**src/rtl/hazard_pkg.sv**
```systemverilog
// Shared types for the LEGv8 hazard scheduler: forwarding selects, FSM states
// and the zero-register index that must never be forwarded or stall-matched.
package hazard_pkg;

  typedef enum logic [1:0] {
    FWD_REG = 2'b00,
    FWD_WB  = 2'b01,
    FWD_MEM = 2'b10
  } fwd_sel_t;

  typedef enum logic [1:0] {
    RUN   = 2'b00,
    STALL = 2'b01,
    FLUSH = 2'b10
  } hz_state_t;

  localparam logic [4:0] XZR = 5'd31;

  // MEM result is younger than WB, so it takes priority when both match.
  function automatic fwd_sel_t fwd_pick(
    input logic [4:0] src,
    input logic [4:0] rd_mem,
    input logic       wr_mem,
    input logic [4:0] rd_wb,
    input logic       wr_wb
  );
    if (wr_mem && (rd_mem != XZR) && (rd_mem == src))
      return FWD_MEM;
    else if (wr_wb && (rd_wb != XZR) && (rd_wb == src))
      return FWD_WB;
    else
      return FWD_REG;
  endfunction

endpackage

```
**src/rtl/forward_unit.sv**
```systemverilog
// EX-stage operand forwarding selects; purely combinational, no latency.
module forward_unit
  import hazard_pkg::*;
(
  input  logic [4:0] Rn_ex,
  input  logic [4:0] Rm_ex,
  input  logic [4:0] Rd_mem,
  input  logic       RegWrite_mem,
  input  logic [4:0] Rd_wb,
  input  logic       RegWrite_wb,
  output fwd_sel_t   fwd_a,
  output fwd_sel_t   fwd_b
);

  assign fwd_a = fwd_pick(Rn_ex, Rd_mem, RegWrite_mem, Rd_wb, RegWrite_wb);
  assign fwd_b = fwd_pick(Rm_ex, Rd_mem, RegWrite_mem, Rd_wb, RegWrite_wb);

endmodule

```
**src/rtl/hazard_ctrl.sv**
```systemverilog
// Hazard scheduler for the 5-stage LEGv8 pipeline: load-use stalls, taken-branch
// squashes and forwarding selects. Define HAZARD_PERF_EN to build the perf counters.
module hazard_ctrl
  import hazard_pkg::*;
#(
  parameter int LOAD_STALL = 1,
  parameter int BR_PENALTY = 3,
  parameter int CNT_W      = 32
) (
  input  logic             clk,
  input  logic             reset,
  input  logic [4:0]       Rn_id,
  input  logic [4:0]       Rm_id,
  input  logic [4:0]       Rn_ex,
  input  logic [4:0]       Rm_ex,
  input  logic [4:0]       Rd_ex,
  input  logic             MemtoReg_ex,
  input  logic             RegWrite_ex,
  input  logic [4:0]       Rd_mem,
  input  logic             RegWrite_mem,
  input  logic [4:0]       Rd_wb,
  input  logic             RegWrite_wb,
  input  logic             BrTaken_mem,
  output logic             pc_write,
  output logic             if_id_write,
  output logic             id_ex_bubble,
  output logic             flush_if_id,
  output logic             flush_ex_mem,
  output logic [1:0]       fwd_a,
  output logic [1:0]       fwd_b,
  output logic [CNT_W-1:0] stall_cnt,
  output logic [CNT_W-1:0] flush_cnt
);

  // The first stall/flush cycle happens in RUN, so the counter covers the rest.
  localparam logic [1:0] LD_CNT_INIT = (LOAD_STALL > 1) ? 2'(LOAD_STALL - 2) : 2'd0;
  localparam logic [1:0] BR_CNT_INIT = (BR_PENALTY > 3) ? 2'(BR_PENALTY - 4) : 2'd0;

  hz_state_t  state, state_nx;
  logic [1:0] cnt, cnt_nx;
  logic       load_use;
  logic       br_evt;
  fwd_sel_t   fwd_a_sel, fwd_b_sel;

  assign load_use = MemtoReg_ex && RegWrite_ex && (Rd_ex != XZR) &&
                    ((Rd_ex == Rn_id) || (Rd_ex == Rm_id));

  always_ff @(posedge clk or posedge reset) begin
    if (reset) begin
      state <= RUN;
      cnt   <= 2'd0;
    end else begin
      state <= state_nx;
      cnt   <= cnt_nx;
    end
  end

  always_comb begin
    state_nx     = state;
    cnt_nx       = cnt;
    pc_write     = 1'b1;
    if_id_write  = 1'b1;
    id_ex_bubble = 1'b0;
    flush_if_id  = 1'b0;
    flush_ex_mem = 1'b0;
    br_evt       = 1'b0;
    case (state)
      RUN: begin
        if (BrTaken_mem) begin
          // Branch wins over a concurrent load-use: the stalled instruction dies anyway.
          flush_if_id  = 1'b1;
          id_ex_bubble = 1'b1;
          flush_ex_mem = 1'b1;
          br_evt       = 1'b1;
          if (BR_PENALTY > 3) begin
            state_nx = FLUSH;
            cnt_nx   = BR_CNT_INIT;
          end
        end else if (load_use) begin
          pc_write     = 1'b0;
          if_id_write  = 1'b0;
          id_ex_bubble = 1'b1;
          if (LOAD_STALL > 1) begin
            state_nx = STALL;
            cnt_nx   = LD_CNT_INIT;
          end
        end
      end
      STALL: begin
        if (BrTaken_mem) begin
          flush_if_id  = 1'b1;
          id_ex_bubble = 1'b1;
          flush_ex_mem = 1'b1;
          br_evt       = 1'b1;
          state_nx     = RUN;
          cnt_nx       = 2'd0;
        end else begin
          pc_write     = 1'b0;
          if_id_write  = 1'b0;
          id_ex_bubble = 1'b1;
          if (cnt == 2'd0) state_nx = RUN;
          else             cnt_nx   = cnt - 2'd1;
        end
      end
      FLUSH: begin
        flush_if_id  = 1'b1;
        id_ex_bubble = 1'b1;
        if (cnt == 2'd0) state_nx = RUN;
        else             cnt_nx   = cnt - 2'd1;
      end
      default: begin
        state_nx = RUN;
        cnt_nx   = 2'd0;
      end
    endcase
  end

  forward_unit u_fwd (
    .Rn_ex        (Rn_ex),
    .Rm_ex        (Rm_ex),
    .Rd_mem       (Rd_mem),
    .RegWrite_mem (RegWrite_mem),
    .Rd_wb        (Rd_wb),
    .RegWrite_wb  (RegWrite_wb),
    .fwd_a        (fwd_a_sel),
    .fwd_b        (fwd_b_sel)
  );

  assign fwd_a = fwd_a_sel;
  assign fwd_b = fwd_b_sel;

`ifdef HAZARD_PERF_EN
  function automatic logic [CNT_W-1:0] sat_inc(input logic [CNT_W-1:0] v);
    return (&v) ? v : v + {{(CNT_W-1){1'b0}}, 1'b1};
  endfunction

  always_ff @(posedge clk or posedge reset) begin
    if (reset) begin
      stall_cnt <= '0;
      flush_cnt <= '0;
    end else begin
      if (!pc_write) stall_cnt <= sat_inc(stall_cnt);
      if (br_evt)    flush_cnt <= sat_inc(flush_cnt);
    end
  end
`else
  assign stall_cnt = '0;
  assign flush_cnt = '0;
`endif

endmodule
```
**config.mk**
```make
export PLATFORM = sky130hd
export DESIGN_NAME = hazard_ctrl
export DESIGN_NICKNAME = d
export VERILOG_FILES = /design/src/rtl/hazard_pkg.sv /design/src/rtl/forward_unit.sv /design/src/rtl/hazard_ctrl.sv
export SDC_FILE = /design/constraint.sdc
export NUM_CORES = 1
export LEC_CHECK = 0
export CORE_ASPECT_RATIO = 0.7
export CORE_UTILIZATION = 33
export CTS_CLUSTER_SIZE = 14
export DETAILED_ROUTE_END_ITERATION = 12
export MAX_ROUTING_LAYER = met4
export PLACE_DENSITY = 0.89
export SYNTH_ARGS = -nofsm -noshare
export SYNTH_HDL_FRONTEND = slang
export SYNTH_SLANG_ARGS = --single-unit
```
**constraint.sdc**
```tcl
create_clock -name clk -period 3.8 [get_ports clk]
set_input_delay 0.76 -clock clk [delete_from_list [all_inputs] [get_ports clk]]
set_output_delay 0.76 -clock clk [all_outputs]
set_load 0.02 [all_outputs]
```
==> results_dict.tcl, run 1 <==
set metrics [dict create \
    crit_type "in2out" \
    drt_iter0_markers 21 \
    layout.nets 254 \
    power_density_nw_per_um2 186 \
    rsz0062_at_grt "no" \
    initial_core_util 0.361 \
    numPortBuffers 50 \
    crit_arrival_ns 2.86 \
    cpPeakStageDelay_ns 0.67 \
    drv_slew 0 \
    grt_max_degree 10 \
    grt_pass1_vias 814 \
    dpl.cell_count 250 \
    core_area_um2 3300 \
    clock_latency_ns 0.21 \
    grt_busiest_layer "met2" \
    drt-pass1-iter-count 4 \
    finalSetupViolCount 0 \
    viasPerCell 3.66 \
    die_area_um2 3850 \
    cellLeakagePower_nw 0.731 \
    clk_path_buf_depth 2 \
    rr_endpoint "state[0]$_DFFE_PP0N_" \
    via_count 927 \
    synth_area_per_cell_um2 7.63 \
    drt_wl_total_mm 2.41 \
    crit_buf_inv 2 \
    root_buffer "clkbuf_8" \
    grtUsageMet1 0.114 \
    gr-usage-all-layers 0.115 \
    synth_warnings 0 \
    fin_crit_ns 3.62 \
    final.period_utilization 0.954 \
    min_path_type "reg2reg" \
    crit_start "Rd_ex[2]" \
    antenna_found_initial 0 \
    cts_hold_buf 0 \
    gp_congestion 0.813 \
    final.setup.tns_ns 0 \
    postCtsResizedCells 0 \
    wl_per_cell_um 9.51 \
    num_io_pins 115 \
    peakVddDrop_mv 0.242 \
    max_freq_mhz 276 \
    yosys.cell_types.count 26 \
    grt_use_met2 0.231 \
    relSlewSlack 0.665 \
    num_antenna_cells 0 \
    path_delay_family "buffers and inverters" \
    die_x_um 73.8 \
    worstReg2RegStart "state[1]$_DFFE_PP0N_" \
    async_flop_share 1.00 \
    hold_depth 1 \
    gr-total-overflow 0 \
    crit_top_cell "clkdlybuf4s50_1" \
    finClkSkew_ns 0.000544 \
    crit_end "id_ex_bubble" \
    syn_inst 156 \
    path_cells "clkdlybuf4s50_1 > xor2_1 > nor3_1 > a22oi_1 > o41ai_1 > clkdlybuf4s50_1" \
    std_cell_rows 17 \
    synth_top_area_share 0.410 \
    ant_nets 0 \
    drive_gt1_frac 0.0243 \
    yosysSeqAreaShare 0.0841 \
    ys_ff_latch 4 \
    power.total_w 0.000285 \
    use_met3 0.0192 \
    fin_cells 253 \
    clkTransAtPathRegs_ns 0.03 \
    clock_sinks 4 \
    synthTopCellsByCount "buf_4 (65), xor2_1 (24), nor2_1 (9)" \
    syn_to_final_growth_pct 29.0 \
    cp.required_ns 3.04 \
    cp-end-kind "output pin" \
    crit_slowest_cell "clkdlybuf4s50_1" \
    outcome "finished, final reports clean" \
    synth_edf_count 0 \
    crit_cells 6 \
    hold_viol_final 0 \
    fin_hold_ws_ns 0.510 \
    remaining_drc_errors 0 \
    synth.area.top_cells "buf_4 (41%), xor2_1 (18%), dfrtp_1 (8.4%)" \
    cts_inserted_buffers 3 \
    cts_tree "yes" \
    post-cts-setup-buffers 0 \
    netlist_area_um2 1190 \
    drv_cap 0 \
    reg2reg_depth 6 \
    h-tree-depth 1 \
    worst-path-max-fanout 3 \
    critPathLaunchType "primary input" \
    ys.flop_type "dfrtp_1" \
    reg2reg_setup_slack_ns 2.22 \
    yosysMostFrequentCell "buf_4" \
    yosys.area.top_type "buf_4" \
    grt_pass1_wl_mm 3.40 \
    die_y_um 52.2 \
    worst_pin_slew_ns 0.498 \
    place_hpwl_mm 2.15 \
]
==> where the power goes <==
part / total (W) / internal [W] / switching [W]
sequential: 0.0000429 / 0.0000429 / 0
clock: 0.0000868 / 0.0000673 / 0.0000195
combinational: 0.000156 / 0.0000607 / 0.0000951
==> worst min-delay path by stage <==
stage	endpoint	start
finish	cnt[1]$_DFFE_PP0N_	cnt[1]$_DFFE_PP0N_
global route	cnt[1]$_DFFE_PP0N_	cnt[1]$_DFFE_PP0N_
detailed placement	cnt[1]$_DFFE_PP0N_	cnt[1]$_DFFE_PP0N_
floorplan	cnt[1]$_DFFE_PP0N_	cnt[1]$_DFFE_PP0N_
global placement	cnt[1]$_DFFE_PP0N_	cnt[1]$_DFFE_PP0N_
CTS	cnt[1]$_DFFE_PP0N_	cnt[1]$_DFFE_PP0N_
==> placed cells by master, fill, tap and decap left out <==
| cell | Yosys | final |
|---|---|---|
| xor2_1 | 24 | 24 |
| clkdlybuf4s50_1 | 0 | 50 |
| dfrtp_1 | 4 | 4 |
| nor2_1 | 9 | 9 |
| nand2_1 | 8 | 8 |
| or4_1 | 2 | 2 |
| clkbuf_8 | 0 | 3 |
| conb_1 | 1 | 64 |
| nand3_1 | 5 | 5 |
| nor2b_1 | 1 | 1 |
| o21a_1 | 1 | 1 |
| mux2i_1 | 1 | 1 |
| nor3_1 | 2 | 2 |
| a22oi_1 | 1 | 1 |
| o21ai_0 | 3 | 3 |
| o41ai_1 | 1 | 1 |
| ha_1 | 4 | 4 |
| nand2b_1 | 1 | 1 |
| nor4_1 | 2 | 2 |
| and2_1 | 3 | 3 |
| o21ai_1 | 1 | 1 |
| xnor2_1 | 6 | 6 |
| o41a_1 | 1 | 1 |
| inv_1 | 5 | 5 |
| nor4_2 | 2 | 2 |
| o21bai_1 | 2 | 2 |
==> layer usage <==
metal | wire, um | vias up
met3 | 170 | 2
met4 | 15 | 0
met1 | 879 | 410
met2 | 1340 | 46
li1 | - | 469
met5 | 0 | -
==> layout make-up <==
type                    instances  area [um^2]
flip-flops and latches          4          100
fillers                       331         1760
well taps                      47         58.8
inverters                       5         18.8
clock buffers                   3         41.3
repair buffers                 50          500
multi-input cells             144          816
==> stage by stage <==
step	worst slack (ns)	cell area [um^2]	utilization
floorplan	1.00	1430	-
global placement	0.207	1490	0.453
detailed placement	0.192	1490	0.453
CTS	0.167	1540	0.466
global route	0.0520	1540	0.466
finish	0.176	1540	0.466
==> registers in the layout, summed over array words and instances (netlist names) <==
name	count
cnt	2
state	2
==> cells by family (layout without fill, tap and decap cells) <==
family                   count (synthesis)  count (layout)  share of synthesized area
adder cells (fa/ha/maj)                  4               4                     0.0421
multiplexers                             1               1                    0.00841
XOR/XNOR                                30              30                      0.221
AND/OR/NAND/NOR                         35              35                      0.154
other                                    1              64                    0.00315
AO/OA/AOI/OAI                           10              10                     0.0589
buffers and inverters                   71              58                      0.429
flip-flops                               4               4                     0.0841
(Power assumes the default switching activity.)
==> run 2: changes to the inputs <==
SLEW_MARGIN = 20   (was default)
==> results of run 2 <==
The final DEF is identical to that of run 1; final timing and power are the same.
==> run 3: changes to the inputs <==
SLEW_MARGIN = 25   (was 20)
==> results of run 3 <==
The final DEF is identical to that of run 1; final timing and power are the same.
